File: config.mk
export PLATFORM = sky130hd
export DESIGN_NAME = neuron_mac_seq
export DESIGN_NICKNAME = d
export VERILOG_FILES = /design/src/rtl/nn_pkg.sv /design/src/rtl/nn_sat_act.sv /design/src/rtl/neuron_mac_seq.sv
export SDC_FILE = /design/constraint.sdc
export NUM_CORES = 1
export LEC_CHECK = 0
export CORE_MARGIN = 3
export CORE_UTILIZATION = 45
export CTS_CLUSTER_DIAMETER = 150
export DETAILED_ROUTE_END_ITERATION = 7
export HOLD_SLACK_MARGIN = 0.12
export PLACE_DENSITY = 0.74
export SETUP_SLACK_MARGIN = 0.5
export SYNTH_ARGS = -nofsm -noshare
export SYNTH_HDL_FRONTEND = slang
export SYNTH_SLANG_ARGS = --single-unit
File: constraint.sdc
create_clock -name clk_i -period 6.7 [get_ports clk_i]
set_clock_uncertainty 0.1 [all_clocks]
set_input_delay 1.005 -clock clk_i [delete_from_list [all_inputs] [get_ports clk_i]]
set_output_delay 1.005 -clock clk_i [all_outputs]
set_load 0.02 [all_outputs]
File: src/rtl/nn_pkg.sv
// Shared types and helpers for the neuron blocks: FSM state encoding,
// accumulator sizing and output saturation.
package nn_pkg;

  typedef enum logic [1:0] {
    ST_IDLE = 2'd0,
    ST_ACC  = 2'd1,
    ST_DONE = 2'd2
  } state_e;

  // Wide enough for bias plus n full-scale products without overflow.
  function automatic int acc_width(input int x_w, input int w_w, input int n);
    return x_w + w_w + $clog2(n + 1) + 1;
  endfunction

  function automatic longint sat_signed(input longint v, input int w);
    longint hi;
    longint lo;
    hi = (longint'(1) <<< (w - 1)) - longint'(1);
    lo = -hi - longint'(1);
    if (v > hi)      return hi;
    else if (v < lo) return lo;
    else             return v;
  endfunction

  function automatic longint sat_unsigned(input longint v, input int w);
    longint hi;
    hi = (longint'(1) <<< w) - longint'(1);
    if (v < 0)       return 0;
    else if (v > hi) return hi;
    else             return v;
  endfunction

endpackage

File: src/rtl/nn_sat_act.sv
// Output stage: arithmetic right shift, then ReLU or linear saturation
// of the accumulator down to OUT_W bits.
module nn_sat_act
  import nn_pkg::*;
#(
  parameter int ACC_W     = 16,
  parameter int OUT_W     = 10,
  parameter int OUT_SHIFT = 0
) (
  input  logic signed [ACC_W-1:0] acc_i,
  input  logic                    relu_i,
  output logic        [OUT_W-1:0] y_o
);

  logic signed [ACC_W-1:0] s;
  longint                  s_l;
  longint                  y_l;

  // NOTE: combinational logic uses blocking assignments and assigns every
  // output on every path, so no latch can be inferred.
  always_comb begin
    s   = acc_i >>> OUT_SHIFT;
    s_l = longint'(s);
    y_l = relu_i ? sat_unsigned(s_l, OUT_W) : sat_signed(s_l, OUT_W);
    y_o = y_l[OUT_W-1:0];
  end

endmodule

File: src/rtl/neuron_mac_seq.sv
// Sequential neuron: accepts one operand set, performs one signed MAC per
// enabled cycle, then presents the activated, saturated result.
module neuron_mac_seq
  import nn_pkg::*;
#(
  parameter int N_IN      = 4,
  parameter int X_W       = 4,
  parameter int W_W       = 8,
  parameter int OUT_W     = 10,
  parameter int OUT_SHIFT = 0
) (
  input  logic                  clk_i,
  input  logic                  rst_i,
  input  logic                  en_i,
  input  logic                  in_valid_i,
  output logic                  in_ready_o,
  input  logic [N_IN*X_W-1:0]   x_i,
  input  logic [N_IN*W_W-1:0]   w_i,
  input  logic [W_W-1:0]        b_i,
  input  logic                  relu_i,
  output logic                  out_valid_o,
  input  logic                  out_ready_i,
  output logic [OUT_W-1:0]      y_o,
  output logic                  busy_o
);

  localparam int ACC_W  = acc_width(X_W, W_W, N_IN);
  localparam int PROD_W = X_W + W_W + 1;
  localparam int IDX_W  = (N_IN > 1) ? $clog2(N_IN) : 1;
  localparam logic [IDX_W-1:0] LAST_IDX = IDX_W'(N_IN - 1);

  state_e                   state_q;
  logic        [X_W-1:0]    x_q [N_IN];
  logic signed [W_W-1:0]    w_q [N_IN];
  logic                     relu_q;
  logic signed [ACC_W-1:0]  acc_q;
  logic signed [ACC_W-1:0]  acc_d;
  logic        [IDX_W-1:0]  idx_q;
  logic        [OUT_W-1:0]  y_q;
  logic        [OUT_W-1:0]  y_d;
  logic signed [PROD_W-1:0] x_ext;
  logic signed [PROD_W-1:0] w_ext;
  logic signed [PROD_W-1:0] prod;
  logic                     accept;

  assign accept = (state_q == ST_IDLE) && in_valid_i;

  // NOTE: operand registers are plain storage loaded on accept, so they carry
  // no reset; only control state and visible outputs are reset.
  always_ff @(posedge clk_i) begin
    if (accept) begin
      for (int i = 0; i < N_IN; i++) begin
        x_q[i] <= x_i[i*X_W +: X_W];
        w_q[i] <= w_i[i*W_W +: W_W];
      end
      relu_q <= relu_i;
    end
  end

  // x is unsigned, so it is zero-extended before the signed multiply.
  always_comb begin
    x_ext = {{(W_W + 1){1'b0}}, x_q[idx_q]};
    w_ext = {{(X_W + 1){w_q[idx_q][W_W-1]}}, w_q[idx_q]};
    prod  = x_ext * w_ext;
    acc_d = acc_q + {{(ACC_W - PROD_W){prod[PROD_W-1]}}, prod};
  end

  nn_sat_act #(
    .ACC_W    (ACC_W),
    .OUT_W    (OUT_W),
    .OUT_SHIFT(OUT_SHIFT)
  ) u_sat_act (
    .acc_i (acc_d),
    .relu_i(relu_q),
    .y_o   (y_d)
  );

  // NOTE: sequential state uses non-blocking assignments so every register
  // samples the pre-edge values regardless of statement order.
  always_ff @(posedge clk_i or negedge rst_i) begin
    if (!rst_i) begin
      state_q <= ST_IDLE;
      acc_q   <= '0;
      idx_q   <= '0;
      y_q     <= '0;
    end else begin
      case (state_q)
        ST_IDLE: begin
          if (in_valid_i) begin
            acc_q   <= {{(ACC_W - W_W){b_i[W_W-1]}}, b_i};
            idx_q   <= '0;
            state_q <= ST_ACC;
          end
        end
        ST_ACC: begin
          if (en_i) begin
            acc_q <= acc_d;
            idx_q <= idx_q + 1'b1;
            if (idx_q == LAST_IDX) begin
              y_q     <= y_d;
              state_q <= ST_DONE;
            end
          end
        end
        ST_DONE: begin
          if (out_ready_i) state_q <= ST_IDLE;
        end
        default: state_q <= ST_IDLE;
      endcase
    end
  end

  assign in_ready_o  = (state_q == ST_IDLE);
  assign out_valid_o = (state_q == ST_DONE);
  assign busy_o      = (state_q != ST_IDLE);
  assign y_o         = y_q;

endmodule
# Yosys cells after proc, flatten, opt, wreduce, memory -nomap -nowiden

Memory sizes are Yosys's and may differ from the RTL's.
Index checks and enable logic that the tools add are counted.

Register bits after elaboration: 31
Output and inout bits: 13
Latch bits: 0
Bits in read-only memories: 0
Bits in writable memories: 48
Input port bits: 62
Word-level logic and storage cells: 46
Memories kept: 2

Add/sub/neg operators: 2
Shift-type cells: 0
Eq/ne operators: 7
Bitwise operators: 0
Divide/modulo/power cells: 0
Reductions and logical operators: 7
Multipliers: 1
Multiplexer cells: 18
$lt $le $gt $ge: 4

Memories:

| memory | words | bits a word | read ports | clocked after Yosys merged registers in | wr ports | RTL line             | RTL |
|---|---|---|---|---|---|---|---|
| w_q    | 4     | 8           | 1          | 0                                       | 4        | neuron_mac_seq.sv:34 | `logic signed [W_W-1:0] w_q [N_IN];` |
| x_q    | 4     | 4           | 1          | 0                                       | 4        | neuron_mac_seq.sv:33 | `logic [X_W-1:0] x_q [N_IN];` |

Operators by type and width:

| operator                                                                           | count |
|---|---|
| 10-bit two-way mux                                                                 | 5 |
| 16-bit two-way mux                                                                 | 2 |
| 16-bit case mux with 2 select lines                                                | 1 |
| 16-bit adder                                                                       | 1 |
| 16-bit by 10-bit greater-than comparator with 1-bit output (second input constant) | 1 |
| 16-bit by 11-bit greater-than comparator with 1-bit output (second input constant) | 1 |
| 16-bit by 1-bit < comparator with 1-bit output (second input constant)             | 1 |
| 16-bit by 10-bit < comparator with 1-bit output (second input constant)            | 1 |
| 5-bit by 8-bit multiplier with 13-bit output                                       | 1 |
| 2-bit two-way mux                                                                  | 6 |
| 2-bit inequality test (second input constant)                                      | 3 |
| 2-bit case mux with 3 select lines                                                 | 1 |
| 3-bit AND reduction                                                                | 2 |
| 2-bit equality test (second input constant)                                        | 2 |
| 2-bit case mux with 2 select lines                                                 | 1 |
| 4-bit AND reduction                                                                | 1 |
| 2-bit nonzero test                                                                 | 2 |
| 2-bit by 1-bit adder with 2-bit output (second input constant)                     | 1 |
| 2-bit by 1-bit equality test with 1-bit output (second input constant)             | 1 |
| 2-bit logical NOT                                                                  | 1 |
| 1-bit two-way mux                                                                  | 2 |
| 2-bit by 1-bit inequality test with 1-bit output (second input constant)           | 1 |
| 1-bit logical AND                                                                  | 1 |

# Depth between registers and ports, before layout

An unclocked memory read counts as a cell.

Word-level depth: 7
Gate-level depth with buffers: 29
Mapped depth without buffers: 26

# Modules after synthesis

Synthesis repeated with hierarchy kept, for this count alone.

Cell total of the unflattened synthesis: 486
Area total of the unflattened synthesis: 5,337.6 sq um

By module, submodules not included:

| module         | area each (sq um) | sequential area each (sq um) | times used | cells each |
|---|---|---|---|---|
| neuron_mac_seq | 5,114.9           | 2,222.1                      | 1          | 454 |
| nn_sat_act     | 222.7             | 0.0                          | 1          | 32 |

# Worst setup path before layout

Ideal clock, no wire load.

Path kind: register -> register
Start: register idx_q[0]
End: register y_q[2], in the netlist y_o[2]
Setup time: 0.129 ns
Clock period less this slack: 6.749 ns
Arrival time: 6.520 ns
Cell stages (with the launch flop): 30
Buffers on the path: 3
Path slack: -0.049 ns
Cells stage by stage: dfrtp_1 -> buf_6 -> clkbuf_1 -> mux4_2 -> and2_1 -> ha_1 -> inv_1 -> fa_1 -> inv_1 -> fa_1 -> ha_1 -> a21oi_1 -> o21bai_1 -> a21oi_1 -> o21bai_1 -> a21oi_1 -> o21bai_1 -> a21oi_1 -> xnor2_1 -> ha_1 -> buf_2 -> a21o_1 -> a21o_1 -> a21oi_1 -> xor2_1 -> mux2i_2 -> a2111oi_4 -> a21oi_2 -> a21oi_4 -> a21oi_1

Longest elaborated chain between the ends: 7

Ends and longest elaborated chain:

| what                                                                                                                          | RTL line                   | RTL |
|---|---|---|
| start: declaration                                                                                                            | neuron_mac_seq.sv:38       | `logic [IDX_W-1:0] idx_q;` |
| start signal: assignment                                                                                                      | neuron_mac_seq.sv:98       | `idx_q <= idx_q + 1'b1;` |
| memory 4 x 4 bit or memory 4 x 8 bit (tied branches)                                                                          | -                          |  |
| 5-bit by 8-bit multiplier with 13-bit output                                                                                  | neuron_mac_seq.sv:64       | `prod = x_ext * w_ext;` |
| 16-bit adder                                                                                                                  | neuron_mac_seq.sv:65       | `acc_d = acc_q + {{(ACC_W - PROD_W){prod[PROD_W-1]}}, prod};` |
| 16-bit by 10-bit < comparator with 1-bit output or 16-bit by 11-bit greater-than comparator with 1-bit output (tied branches) | nn_pkg.sv:22, nn_pkg.sv:30 |  |
| 10-bit two-way mux, on equally long branches                                                                                  | nn_pkg.sv:22, nn_pkg.sv:30 |  |
| 10-bit two-way mux, on equally long branches                                                                                  | nn_pkg.sv:21, nn_pkg.sv:29 |  |
| 10-bit two-way mux                                                                                                            | nn_sat_act.sv:24           | `y_l = relu_i ? sat_unsigned(s_l, OUT_W) : sat_signed(s_l, OUT_W);` |
| end signal: assignment                                                                                                        | neuron_mac_seq.sv:100      | `y_q <= y_d;` |
| end: declaration                                                                                                              | neuron_mac_seq.sv:39       | `logic [OUT_W-1:0] y_q;` |

Parallel ways exist; a longest one is shown, timed or not.
A chain may end at the register's enable or synchronous reset.

# Final worst setup path

Start: register idx_q[0]
End: register y_q[7], in the netlist y_o[7]

Same word-level chain as after synthesis.

==> summary.md <==
## Status
- completed — run status

## Route
- 3961 — number of vias after detailed routing
- 4 — total iterations of the first detailed-routing run
- 16.9 um — average detailed-routed wire length per instance
- 207 — Iteration-0 DRC Markers
- 0 — drt drc
- 5.40 — via-per-instance ratio
- 12400 um — total detailed-routing wirelength
- 0 — count of antenna-violating nets left after detailed routing

## Critical path
- flop — type of destination of the critical path
- reg2reg — kind of critical path
- 6490 ps — Worst Path Arrival
- 6810 ps — data required time of the worst path
- 540 ps — CP peak stage delay
- 7 — crit path max fanout
- flop — Worst setup SP type
- sky130_fd_sc_hd__nor2_1 — Critical Path Most Common Cell
- sky130_fd_sc_hd__fa_1 — crit path max-delay cell type

## Logic synthesis
- 49 — number of enable-type register cells in the synthesized netlist
- 79 — number of register bits inferred by synthesis
- 42.1% — register area share after synthesis
- 472 — Cells after Synth
- 53 — number of distinct library cells after synthesis
- 11.2 sq um — synthesized area per cell
- 5280 sq um — post-synthesis instance area
- 0 — count of warnings emitted by yosys
- sky130_fd_sc_hd__edfxtp_1 — top flip-flop cell by instance count after synthesis
- 593 — nets in the synthesized netlist
- 38.0% — post-synthesis async set-or-reset flop share

## STA
- 95.2% — post-route fraction of the period consumed by the critical path
- 0 — final count of negative-setup-slack endpoints
- yes — unrepaired setup endpoints after global routing
- 13.6% — worst-case headroom to the max-slew limit
- 6380 ps — clock period minus final worst setup slack
- 157 MHz — Highest Clock Rate
- 0 — number of slew-limit violations in the final report
- 321 ps — worst path setup slack after routing
- 1290 ps — slew at the pin closest to its max-slew limit
- 0 — final count of hold timing violations

## Worst hold path
- reg2reg — type of the tightest min-delay check

## GRT
- 19.8% — total routing usage reported by global routing
- 0 — initial antenna violation count
- 49 — pin count of the biggest net entering global routing
- 4236 — number of global-route vias before repair
- 0 — global route overflow
- 20300 um — first-pass GRT wire length

## Job
- 0 — max-cap check violation count

## Placement
- 0.911 — routability cong.
- -34.0 ps — worst slack, placed
- 8710 um — HPWL reported at the end of detailed placement
- 74 — Port Buffer Count

## Floorplanning
- 114 um — die span in y
- 75 — Boundary Pins
- 47.3% — starting density of the core
- 38 — standard-cell rows
- 11200 sq um — core region area
- 114 um — Die Span X
- 13100 sq um — Die Footprint

## Final layout
- 21.2% — share of layout cells above drive strength 1
- 33.9% — Layout Area Growth over Synthesis
- 709 — total number of nets in the final design
- 0 — diode insertion count for antenna repair
- 63.3% — final core utilization

## Clock tree
- 3 — CTS H-tree depth
- 9 — number of buffers created by CTS
- sky130_fd_sc_hd__clkbuf_16 — clock tree root driver cell
- done — TritonCTS clock tree
- 79 — Clock Sinks
- 340 ps — worst-skew pair later-pin latency
- 2 — maximum clock insertion buffer count
- 0 — number of hold-repair buffers added at the cts stage
- 60 ps — Worst-path clk slew

==> layout make-up <==
cell class | count | area (sq um)
clock inverter | 5 | 81.3
multi-input combinational | 338 | 3110
sequential | 79 | 2220
timing repair buffer | 116 | 1080
fill | 825 | 4100
tap | 140 | 175
inverter | 44 | 165
clock buffer | 11 | 233
==> registers in the layout, summed over array words and instances (netlist names) <==
register / cells
x_q: 16
relu_q: 1
idx_q: 2
acc_q: 16
w_q: 32
y_o: 10
state_q: 2
==> critical path: cells and delay by family (launching register included) <==
family,cells,cell delay (ps)
mux,1,530
compound gates,10,1830
simple gates,6,530
xor+xnor,2,510
fa+ha+maj,5,1900
flops,1,450
buf+inv,4,390
==> path summary, 6_finish.rpt <==
| path | depth (start not counted) | from | end | slack, ps |
|---|---|---|---|---|
| max in group asynchronous | 2 | rst_i | idx_q[0] | 5180 |
| max | 28 | idx_q[0] | y_o[7] | 320 |
| min reg2reg | 2 | y_o[9] | y_o[9] | 410 |
| min in group asynchronous | 2 | rst_i | state_q[1] | 980 |
| min | 2 | y_o[9] | y_o[9] | 410 |
| max reg2reg | 28 | idx_q[0] | y_o[7] | 320 |
==> stage by stage <==
| step | instance area [sq um] | hold WS [ps] | TNS [ps] | instances |
|---|---|---|---|---|
| floorplan | 5380 | 385 | 0 | 472 |
| global placement | 6280 | 373 | 0 | 682 |
| detailed placement | 6280 | 393 | -103 | 682 |
| CTS | 6970 | 411 | 0 | 726 |
| global route | 7070 | 443 | 0 | 733 |
| finish | 7070 | 408 | 0 | 733 |
==> placed cells by master (no fill, tap or decap), types with 5 or more instances in the layout <==
cell type	netlist	routed
sky130_fd_sc_hd__and2_4	0	8
sky130_fd_sc_hd__ha_1	41	30
sky130_fd_sc_hd__and2_1	28	20
sky130_fd_sc_hd__nand3_1	6	6
sky130_fd_sc_hd__nor2_1	42	42
sky130_fd_sc_hd__a21oi_1	28	20
sky130_fd_sc_hd__clkbuf_16	0	9
sky130_fd_sc_hd__xnor2_1	16	16
sky130_fd_sc_hd__a21oi_2	2	8
sky130_fd_sc_hd__fa_1	18	16
sky130_fd_sc_hd__o21bai_1	6	5
sky130_fd_sc_hd__edfxtp_1	49	49
sky130_fd_sc_hd__xor2_1	9	8
sky130_fd_sc_hd__dfrtp_1	30	29
sky130_fd_sc_hd__nand2_1	37	34
sky130_fd_sc_hd__mux4_2	11	12
sky130_fd_sc_hd__inv_2	0	5
sky130_fd_sc_hd__a21o_1	13	13
sky130_fd_sc_hd__o21ai_0	16	14
sky130_fd_sc_hd__inv_1	44	38
sky130_fd_sc_hd__a31oi_1	12	12
sky130_fd_sc_hd__clkdlybuf4s50_1	0	74
sky130_fd_sc_hd__buf_4	0	37
sky130_fd_sc_hd__ha_4	0	9
==> kinds of logic after synthesis <==
logic type,share of synthesized area [%]
fa+ha+maj,16.5
buf+inv,4.08
mux,5.64
flops,42.1
compound gates,13.6
xor+xnor,5.71
simple gates,12.4
==> synthesized netlist by cell type, drive strengths merged, types with 4 or more instances <==
library cell	instances	area share, %
edfxtp	49	28
and2	28	3.3
nand3	6	0.57
ha	41	9.7
a21oi	31	3.3
o2111ai	4	0.66
dfrtp	30	14
clkbuf	7	0.50
fa	18	6.8
a21o	13	1.8
buf	4	0.45
xor2	10	2.0
o21bai	8	1.3
nor2	42	3.0
xnor2	18	3.7
nand2b	4	0.47
a31oi	12	1.4
nor3	4	0.47
o21ai	16	1.5
inv	44	3.1
nand2	39	3.0
nor2b	4	0.47
mux4	12	5.2
==> metal layers <==
metal,global-route usage [%],vias up,wire length (um)
met1,24.9,1940,5140
li1,-,1898,-
met2,33.8,102,6410
met3,4.07,21,592
met4,6.97,0,274
met5,0,-,0
==> what timing repair did <==
item,4_1_cts,5_1_grt
cloned,0,0
gates resized for setup,34,11
pin swaps,40,16
setup endpoints to repair,11,11
buffers inserted,28,7
Power is left out: the tool's default activity adds up to more than one toggle a clock period on the data nets, which glitch-free logic cannot reach.
